--- src/rtl/lcd_hex_driver.sv ---
`default_nettype none
// ============================================================================
// Module      : lcd_hex_driver
// Description : Renders PC / source index / data nibbles as ASCII hex on an
//               HD44780-compatible 16x2 LCD over an 8-bit parallel bus.
//               Optional macro LCD_CHANGE_REFRESH_EN: refresh only on change.
// Revision    : 1.0 - initial release
// ============================================================================
module lcd_hex_driver #(
    parameter int POWERUP_CYCLES     = 750000,
    parameter int EN_PULSE_CYCLES    = 12,
    parameter int CMD_DELAY_CYCLES   = 2000,
    parameter int CLEAR_DELAY_CYCLES = 82000
) (
    input  logic       clk,
    input  logic       rst_n,
    input  logic [3:0] ox1,
    input  logic [3:0] ox2,
    input  logic [3:0] ox3,
    input  logic [3:0] ox4,
    input  logic [3:0] ox5,
    input  logic [3:0] ox6,
    input  logic [3:0] ox7,
    input  logic [3:0] ox8,
    input  logic [3:0] oy,
    input  logic [3:0] oz1,
    input  logic [3:0] oz2,
    input  logic [3:0] oz3,
    input  logic [3:0] oz4,
    input  logic [3:0] oz5,
    input  logic [3:0] oz6,
    input  logic [3:0] oz7,
    input  logic [3:0] oz8,
    output logic [7:0] lcd_data,
    output logic       lcd_rs,
    output logic       lcd_rw,
    output logic       lcd_en,
    output logic       lcd_on,
    output logic       init_done,
    output logic       frame_done
);

    localparam logic [2:0] c_ST_POWERUP = 3'd0;
    localparam logic [2:0] c_ST_INIT    = 3'd1;
    localparam logic [2:0] c_ST_SNAP    = 3'd2;
    localparam logic [2:0] c_ST_L1      = 3'd3;
    localparam logic [2:0] c_ST_L2      = 3'd4;
    localparam logic [2:0] c_ST_DONE    = 3'd5;
`ifdef LCD_CHANGE_REFRESH_EN
    localparam logic [2:0] c_ST_WAIT    = 3'd6;
`endif

    localparam logic [1:0] c_PH_SETUP = 2'd0;
    localparam logic [1:0] c_PH_PULSE = 2'd1;
    localparam logic [1:0] c_PH_HOLD  = 2'd2;

    localparam logic [31:0] c_PWR_LAST = 32'(POWERUP_CYCLES - 1);
    localparam logic [31:0] c_EN_LAST  = 32'(EN_PULSE_CYCLES - 1);
    localparam logic [31:0] c_CMD_LAST = 32'(CMD_DELAY_CYCLES - 1);
    localparam logic [31:0] c_CLR_LAST = 32'(CLEAR_DELAY_CYCLES - 1);

    logic [2:0]  r_state;
    logic [1:0]  r_phase;
    logic [31:0] r_cnt;
    logic [4:0]  r_idx;
    logic [7:0]  r_lcd_data;
    logic        r_lcd_rs;
    logic        r_lcd_en;
    logic        r_lcd_on;
    logic        r_init_done;
    logic        r_frame_done;
    logic [31:0] r_pc;
    logic [3:0]  r_src;
    logic [31:0] r_dat;

    logic [31:0] w_live_pc;
    logic [31:0] w_live_dat;
    logic [31:0] w_hold_last;

    assign w_live_pc  = {ox8, ox7, ox6, ox5, ox4, ox3, ox2, ox1};
    assign w_live_dat = {oz8, oz7, oz6, oz5, oz4, oz3, oz2, oz1};

    // Clear-display needs a much longer settle time than every other byte
    assign w_hold_last = (r_lcd_data == 8'h01 && !r_lcd_rs) ? c_CLR_LAST : c_CMD_LAST;

`ifdef LCD_CHANGE_REFRESH_EN
    logic w_changed;
    assign w_changed = ({w_live_pc, oy, w_live_dat} != {r_pc, r_src, r_dat});
`endif

    function automatic logic [7:0] hex_ascii(input logic [3:0] n);
        hex_ascii = (n < 4'd10) ? (8'h30 + {4'h0, n}) : (8'h37 + {4'h0, n});
    endfunction

    function automatic logic [3:0] digit_of(input logic [31:0] word, input logic [4:0] idx);
        case (idx)
            5'd4:    digit_of = word[31:28];
            5'd5:    digit_of = word[27:24];
            5'd6:    digit_of = word[23:20];
            5'd7:    digit_of = word[19:16];
            5'd8:    digit_of = word[15:12];
            5'd9:    digit_of = word[11:8];
            5'd10:   digit_of = word[7:4];
            default: digit_of = word[3:0];
        endcase
    endfunction

    // idx 1..16 are the character cells; idx 0 is the DDRAM address command
    function automatic logic [7:0] line_char(input logic line2, input logic [4:0] idx,
                                             input logic [31:0] pc, input logic [3:0] src,
                                             input logic [31:0] dat);
        case (idx)
            5'd1:    line_char = line2 ? 8'h44 : 8'h50;
            5'd2:    line_char = line2 ? hex_ascii(src) : 8'h43;
            5'd3:    line_char = 8'h3D;
            5'd4, 5'd5, 5'd6, 5'd7, 5'd8, 5'd9, 5'd10, 5'd11:
                     line_char = hex_ascii(digit_of(line2 ? dat : pc, idx));
            default: line_char = 8'h20;
        endcase
    endfunction

    function automatic logic [7:0] init_cmd(input logic [4:0] idx);
        case (idx)
            5'd0:    init_cmd = 8'h38;
            5'd1:    init_cmd = 8'h0C;
            5'd2:    init_cmd = 8'h01;
            default: init_cmd = 8'h06;
        endcase
    endfunction

    always_ff @(posedge clk or negedge rst_n) begin
        if (!rst_n) begin
            r_state      <= c_ST_POWERUP;
            r_phase      <= c_PH_SETUP;
            r_cnt        <= '0;
            r_idx        <= '0;
            r_lcd_data   <= 8'h00;
            r_lcd_rs     <= 1'b0;
            r_lcd_en     <= 1'b0;
            r_lcd_on     <= 1'b0;
            r_init_done  <= 1'b0;
            r_frame_done <= 1'b0;
            r_pc         <= '0;
            r_src        <= '0;
            r_dat        <= '0;
        end else begin
            r_lcd_on <= 1'b1;
            case (r_state)
                c_ST_POWERUP: begin
                    if (r_cnt == c_PWR_LAST) begin
                        r_cnt      <= '0;
                        r_idx      <= '0;
                        r_state    <= c_ST_INIT;
                        r_lcd_rs   <= 1'b0;
                        r_lcd_data <= init_cmd(5'd0);
                        r_phase    <= c_PH_SETUP;
                    end else begin
                        r_cnt <= r_cnt + 32'd1;
                    end
                end
                c_ST_SNAP: begin
                    r_pc       <= w_live_pc;
                    r_src      <= oy;
                    r_dat      <= w_live_dat;
                    r_state    <= c_ST_L1;
                    r_idx      <= '0;
                    r_cnt      <= '0;
                    r_lcd_rs   <= 1'b0;
                    r_lcd_data <= 8'h80;
                    r_phase    <= c_PH_SETUP;
                end
                c_ST_DONE: begin
                    r_frame_done <= 1'b0;
`ifdef LCD_CHANGE_REFRESH_EN
                    r_state      <= c_ST_WAIT;
`else
                    r_state      <= c_ST_SNAP;
`endif
                end
`ifdef LCD_CHANGE_REFRESH_EN
                c_ST_WAIT: begin
                    if (w_changed) begin
                        r_state <= c_ST_SNAP;
                    end
                end
`endif
                c_ST_INIT, c_ST_L1, c_ST_L2: begin
                    case (r_phase)
                        c_PH_SETUP: begin
                            r_lcd_en <= 1'b1;
                            r_cnt    <= '0;
                            r_phase  <= c_PH_PULSE;
                        end
                        c_PH_PULSE: begin
                            if (r_cnt == c_EN_LAST) begin
                                r_lcd_en <= 1'b0;
                                r_cnt    <= '0;
                                r_phase  <= c_PH_HOLD;
                            end else begin
                                r_cnt <= r_cnt + 32'd1;
                            end
                        end
                        default: begin
                            if (r_cnt == w_hold_last) begin
                                r_cnt   <= '0;
                                r_phase <= c_PH_SETUP;
                                case (r_state)
                                    c_ST_INIT: begin
                                        if (r_idx == 5'd3) begin
                                            r_init_done <= 1'b1;
                                            r_state     <= c_ST_SNAP;
                                        end else begin
                                            r_idx      <= r_idx + 5'd1;
                                            r_lcd_data <= init_cmd(r_idx + 5'd1);
                                        end
                                    end
                                    c_ST_L1: begin
                                        if (r_idx == 5'd16) begin
                                            r_state    <= c_ST_L2;
                                            r_idx      <= '0;
                                            r_lcd_rs   <= 1'b0;
                                            r_lcd_data <= 8'hC0;
                                        end else begin
                                            r_idx      <= r_idx + 5'd1;
                                            r_lcd_rs   <= 1'b1;
                                            r_lcd_data <= line_char(1'b0, r_idx + 5'd1, r_pc, r_src, r_dat);
                                        end
                                    end
                                    default: begin
                                        if (r_idx == 5'd16) begin
                                            r_state      <= c_ST_DONE;
                                            r_frame_done <= 1'b1;
                                        end else begin
                                            r_idx      <= r_idx + 5'd1;
                                            r_lcd_rs   <= 1'b1;
                                            r_lcd_data <= line_char(1'b1, r_idx + 5'd1, r_pc, r_src, r_dat);
                                        end
                                    end
                                endcase
                            end else begin
                                r_cnt <= r_cnt + 32'd1;
                            end
                        end
                    endcase
                end
                default: begin
                    r_state <= c_ST_POWERUP;
                end
            endcase
        end
    end

    assign lcd_data   = r_lcd_data;
    assign lcd_rs     = r_lcd_rs;
    assign lcd_rw     = 1'b0;
    assign lcd_en     = r_lcd_en;
    assign lcd_on     = r_lcd_on;
    assign init_done  = r_init_done;
    assign frame_done = r_frame_done;

endmodule
`default_nettype wire

--- config.mk ---
export PLATFORM = sky130hd
export DESIGN_NAME = lcd_hex_driver
export DESIGN_NICKNAME = d
export VERILOG_FILES = /design/src/rtl/lcd_hex_driver.sv
export SDC_FILE = /design/constraint.sdc
export NUM_CORES = 1
export LEC_CHECK = 0
export CAP_MARGIN = 20
export CORE_MARGIN = 5
export CORE_UTILIZATION = 56
export CTS_BUF_LIST = sky130_fd_sc_hd__clkbuf_16
export DETAILED_ROUTE_END_ITERATION = 8
export PLACE_DENSITY_LB_ADDON = 0.25
export SLEW_MARGIN = 15
export SYNTH_ARGS = -nofsm -noshare
export SYNTH_HDL_FRONTEND = slang
export SYNTH_SLANG_ARGS = --single-unit
export TNS_END_PERCENT = 1
--- constraint.sdc ---
create_clock -name clk -period 4.5 [get_ports clk]
set_clock_uncertainty 0.1 [all_clocks]
set_input_delay 0.675 -clock clk [delete_from_list [all_inputs] [get_ports clk]]
set_output_delay 0.675 -clock clk [all_outputs]
set_load 0.01 [all_outputs]
-- Yosys cells after proc, flatten, opt, wreduce, memory -nomap -nowiden
Cells that the tools add are included.
- add/sub/neg operators: 8
- order comparisons: 3
- equal/unequal tests: 38
- multiplexer cells: 69
- bitwise logic cells: 1
- reduce and logical (&&, ||, !) cells: 19
- operator list (cell ; count):
    two-way mux 32 bit ; 3
    case mux 32 bit (3 select lines) ; 1
    case mux 32 bit (2 select lines) ; 1
    case mux 4 bit (7 select lines) ; 2
    case mux 7 bit (4 select lines) ; 2
    two-way mux 4 bit ; 12
    two-way mux 8 bit ; 6
    adder 6 x 4 -> 7 bit, first input constant ; 6
    adder 32 x 1 -> 32 bit, second input constant ; 1
    equality test 32 x 17 -> 1 bit ; 1
    equality test 32 x 20 -> 1 bit, second input constant ; 1
    equality test 32 x 4 -> 1 bit, second input constant ; 1
    two-way mux 5 bit ; 6
    case mux 8 bit (3 select lines) ; 1
    two-way mux 7 bit ; 3
    equality test 5 x 3 -> 1 bit, second input constant ; 4
    equality test 5 x 4 -> 1 bit, second input constant ; 4
    two-way mux 3 bit ; 6
    inequality test 3 bit, second input constant ; 6
    case mux 6 bit (3 select lines) ; 1
    AND reduction 6 bit ; 3
    two-way mux 17 bit ; 1
    case mux 8 bit (2 select lines) ; 1
    equality test 5 x 2 -> 1 bit, second input constant ; 3
    35 further kinds ; 62
- bits in registers: 123
- bits of input ports: 70
- output and inout port bits: 14
- word-level logic and storage cells: 151

-- Logic depth before layout (Yosys ltp)
- word-level depth: 17
- gate-level depth with buffers: 15
- mapped depth without buffers: 12

-- Least setup slack after synthesis
No wires, ideal clock.
- path kind: flip-flop to flip-flop
- start point: register r_idx[1]
- end point: register r_lcd_data[2], in the netlist lcd_data[2]
- library setup time: 92 ps
- data arrival time: 3031 ps
- data required time: 4308 ps
- path slack: 1277 ps
- stages on the path, launching flop included: 13
- buffers on the path: 1
- clock period less this slack: 3223 ps
- cells stage by stage: dfrtp_1 ha_1 buf_2 nor2b_1 a32oi_2 o32ai_1 nand2_1 a211oi_1 ha_1 inv_1 or4_1 o211a_1 o31ai_2
- longest elaborated chain between the ends: 17
- elaborated cells between the ends (all ways): 51
- those cells by class: add/sub (5); order compare (2); eq/ne (15); mux (26); reduce/logical (3)
- RTL lines (element ; line ; source):
    start: declaration ; 65 ; logic [4:0] r_idx;
    start signal: assignment ; 213 ; r_idx <= r_idx + 5'd1;
    start signal: assignment ; 224 ; r_idx <= r_idx + 5'd1;
    start signal: assignment ; 234 ; r_idx <= r_idx + 5'd1;
    adder 5 x 1 -> 5 bit ; 214, 226, 236 ;
    equality test 5 x 4 -> 1 bit or equality test 5 x 3 -> 1 bit (tied branches) ; 96, 112 ;
    case mux 4 bit (7 select lines) ; 96 ; case (idx)
    two-way mux 4 bit ; 112 ; case (idx)
    two-way mux 4 bit (on tied branches) ; 230, 218 ;
    two-way mux 4 bit ; 207 ; case (r_state)
    two-way mux 4 bit ; 204 ; if (r_cnt == w_hold_last) begin
    two-way mux 4 bit ; 188 ; case (r_phase)
    two-way mux 4 bit ; 148 ; case (r_state)
    adder 6 x 4 -> 7 bit or < comparator 4 bit (tied branches) ; 92 ; hex_ascii = (n < 4'd10) ? (8'h30 + {4'h0, n}) : (8'h37 + {4'h0, n});
    two-way mux 7 bit ; 92 ;
    case mux 7 bit (4 select lines) ; 112 ;
    two-way mux 8 bit (on tied branches) ; 230, 218 ;
    case mux 8 bit (2 select lines) ; 207 ;
    two-way mux 8 bit ; 204 ;
    two-way mux 8 bit ; 188 ;
    case mux 8 bit (3 select lines) ; 148 ;
    end signal: assignment ; 155 ; r_lcd_data <= init_cmd(5'd0);
    end signal: assignment ; 214 ; r_lcd_data <= init_cmd(r_idx + 5'd1);
    end signal: assignment ; 226 ; r_lcd_data <= line_char(1'b0, r_idx + 5'd1, r_pc, r_src, r_dat);
    end: declaration ; 66 ; logic [7:0] r_lcd_data;
Several ways; a longest one is shown, not always the timed one. The select of a mux whose other input is x is not followed.
A chain may end at the register's enable or synchronous reset.

-- Worst setup path after layout
- start point: register r_idx[0]
- end point: register r_lcd_data[2], in the netlist lcd_data[2]
Same word-level chain as after synthesis.

==> summary.md <==
| Metric | Value |
|---|---|
| Most common cell after layout, fill and taps aside | `dfrtp_1` |
| Antenna cells | `0` |
| Largest net degree at the start of global routing | `slightly below 70` |
| Yosys reg bits | `123` |
| Period utilisation layout | `86.9%` |
| Worst R2R Path Depth | `11` |
| Most crowded layer after global routing | `met2` |
| Post-synthesis average cell area | `~10 um^2` |
| Fill cells | `897` |
| Final HPWL DP | `roughly 12000 um` |
| Met2 Usage GRT | `between 30% and 40%` |
| Clk_lat worst skew | `0.43 ns` |
| Root buffer cell | `clkbuf_16` |
| Top cell type's share of synthesized area | `45.9%` |
| FP Rows | `40` |
| Ys Warns | `0` |
| DIE WIDTH | `119 um` |
| DR iter-0 viols | `~520` |
| P per Cell Area | `293 nW/um^2` |
| Worst vdd ir | `0.000323 V` |
| Met3 Use GR | `6.32%` |
| Deepest clock path buffer count | `2` |
| Total chip power | `2400 uW` |
| Initial antenna violation count | `0` |
| Top_reg_cell synth | `dfrtp_1` |
| Synth Instances | `~660` |
| Main area contributors after synthesis | `dfrtp_1, mux2_2, nor2_1` |
| # DRC | `0` |
| Vias in the first global route | `5312` |
| Fin. Hold Viols | `0` |
| Die Span Y | `around 120 um` |
| Hold Path Class | `in -> async` |
| Clk slew on worst S/H paths | `0.05 ns` |
| CTS sink cnt | `123` |
| Worst EP required | `4.73 ns` |
| FF-to-FF End | `lcd_data[2]` |
| Max_cap viols | `0` |
| Fin. max-slew vios | `0` |
| Post-route ant nets | `0` |
| IO Port Bufs | `82` |
| Setup bufs post-CTS | `0` |
| Vias | `5506` |
| Total global routing overflow | `0` |
| P_leak | `0.00356 uW` |
| Die Area | `14300 um^2` |
| Sequential fraction of the synthesis area | `45.9%` |
| H-tree depth | `4` |
| Crit Path Max Fanout | `13` |
| Crit end category | `flop` |
| Critical Path Start Type | `flop` |
| WS Path Type | `reg -> reg` |
| Gr usage total | `24.1%` |
| CP Data Arrival Time | `4.14 ns` |
| TritonCTS Buffers | `17` |
| Reg2Reg Setup Slack | `~0.59 ns` |
| Worst Tran Pin Value | `0.983 ns` |
| Cell taking the most area after synthesis | `dfrtp_1` |
| Synth Net Count | `744` |
| Setup violators final | `0` |
| Post-synth EDFFs | `0` |
| Final critical path time including I/O delays and setup | `3.91 ns` |
| Layout cells sized above 1 | `15.2%` |
| Netlist cell types | `74` |
| Layout net count | `around 820` |
| First-pass GRT wire length | `around 27000 um` |
| PostCTS Resize Cnt | `0` |
| Status | `finished, final reports clean` |
| DR pass1 iterations | `5` |
| Core ar. | `11900 um^2` |
| Critical R2R Launch | `r_idx[0]` |
| DR WL/cell | `between 15 and 20 um` |
| Ports | `84` |
| Syn Std Cell Area | `6710 um^2` |
| Starting Density | `between 50% and 60%` |
| Final wirelength | `about 17000 um` |
| GP Congestion | `0.941` |
| Cts hold-fix bufs | `0` |
| Area grow syn2layout | `21.8%` |
| Most frequent cells in the layout | `dfrtp_1, clkdlybuf4s50_1, mux2_2` |
| Headroom to the max-slew limit | `34.5%` |
| DR vias/cell | `6.13` |
| Met1 Use GR | `approximately a third` |
| TritonCTS clock tree | `built` |
| Fmax | `256 MHz` |
| Setup TNS | `0 ns` |
| RSZ-0062 raised after global routing | `false` |
| Async set-reset flop share out of synthesis | `100%` |
-- layout make-up --
type | instances | area (um^2) | area share (%)
Sequential cell | 123 | 3080 | 37.7
Inverter | 18 | 67.6 | 0.827
Clock buffer | 17 | 425 | 5.21
Timing Repair Buffer | 92 | 922 | 11.3
Clock inverter | 15 | 95.1 | 1.16
Tap cell | 147 | 184 | 2.25
Multi-Input combinational cell | 486 | 3400 | 41.6
-- stage by stage --
step | hold WS, ns | instance area (um^2) | utilization (%) | setup WS [ns] | std cells
6_report | 0.197 | 8170 | 68.9 | 0.591 | 898
5_1_grt | 0.279 | 8170 | 68.9 | 0.345 | 898
4_1_cts | 0.245 | 8160 | 68.8 | 0.654 | 897
3_5_place_dp | 0.363 | 7640 | 64.4 | 0.705 | 865
3_3_place_gp | 0.357 | 7640 | 64.4 | 0.925 | 865
2_1_floorplan | 0.279 | 6710 | - | 1.28 | 664
-- where the power goes --
group	total (uW)	internal, uW	switching [uW]
logic	87.4	54.7	32.7
clock network	1200	734	467
registers	1110	1110	0.125
-- kinds of logic (layout without fill, tap and decap cells) --
kind of cell             Yosys count  in the layout  share of synthesized area, %
AND/OR/NAND/NOR                  219            219                          15.6
AO/OA/AOI/OAI                    141            141                          15.3
flip-flops                       123            123                          45.9
multiplexers                      77             77                          12.8
buffers and inverters             55            142                          3.62
XOR/XNOR                          37             37                          4.83
adder cells (fa/ha/maj)           10             10                          1.86
other                              2              2                         0.112
-- critical path, cell delays in order (launching register included) --
cell and delay [ns]:
dfrtp_1 0.49, inv_1 0.16, ha_1 0.51, inv_1 0.20, o32ai_1 0.41, nand2_1 0.23
a211oi_1 0.50, ha_1 0.23, inv_1 0.06, or4_1 0.52, o211a_1 0.24, o31ai_2 0.17
-- sequential cells by signal (all words and copies together), names as in the netlist, 2 cells and up --
name,cells
r_src,4
r_idx,5
r_dat,32
r_phase,2
r_state,3
lcd_data,8
r_cnt,32
r_pc,32
-- how the worst max path moves through the flow --
stage                         from           to  slack, ns  cells past startpoint
after global routing      r_idx[0]  lcd_data[2]       0.34                     11
final                     r_idx[0]  lcd_data[2]       0.59                     11
after CTS                 r_idx[0]  lcd_data[2]       0.65                     11
after global placement    r_idx[0]  lcd_data[2]       0.92                     11
after detailed placement  r_idx[0]  lcd_data[2]       0.71                     11
after floorplan           r_idx[1]  lcd_data[2]       1.28                     12
-- synthesized netlist by cell type, types with 5 or more instances --
master / n
inv_1: 18
a21oi_1: 22
mux2_2: 69
nor2_1: 68
nand4_1: 10
nand3_1: 24
nor3_1: 15
and2_1: 6
nand2b_1: 6
a222oi_1: 10
buf_2: 5
o21ai_1: 6
nor2b_1: 7
ha_1: 10
mux2i_1: 8
a22o_1: 6
a22oi_1: 5
or3_1: 6
dfrtp_1: 123
a221oi_1: 7
clkbuf_1: 24
o21ai_0: 25
xnor2_1: 19
nand2_1: 53
xor2_1: 18
-- routing by layer --
metal	vias to the layer above	routed length (um)
met1	2695	7500
li1	2560	-
met4	0	306
met5	-	0
met3	29	1080
met2	222	7830
Note: power is estimated with default switching activity, not from simulation.
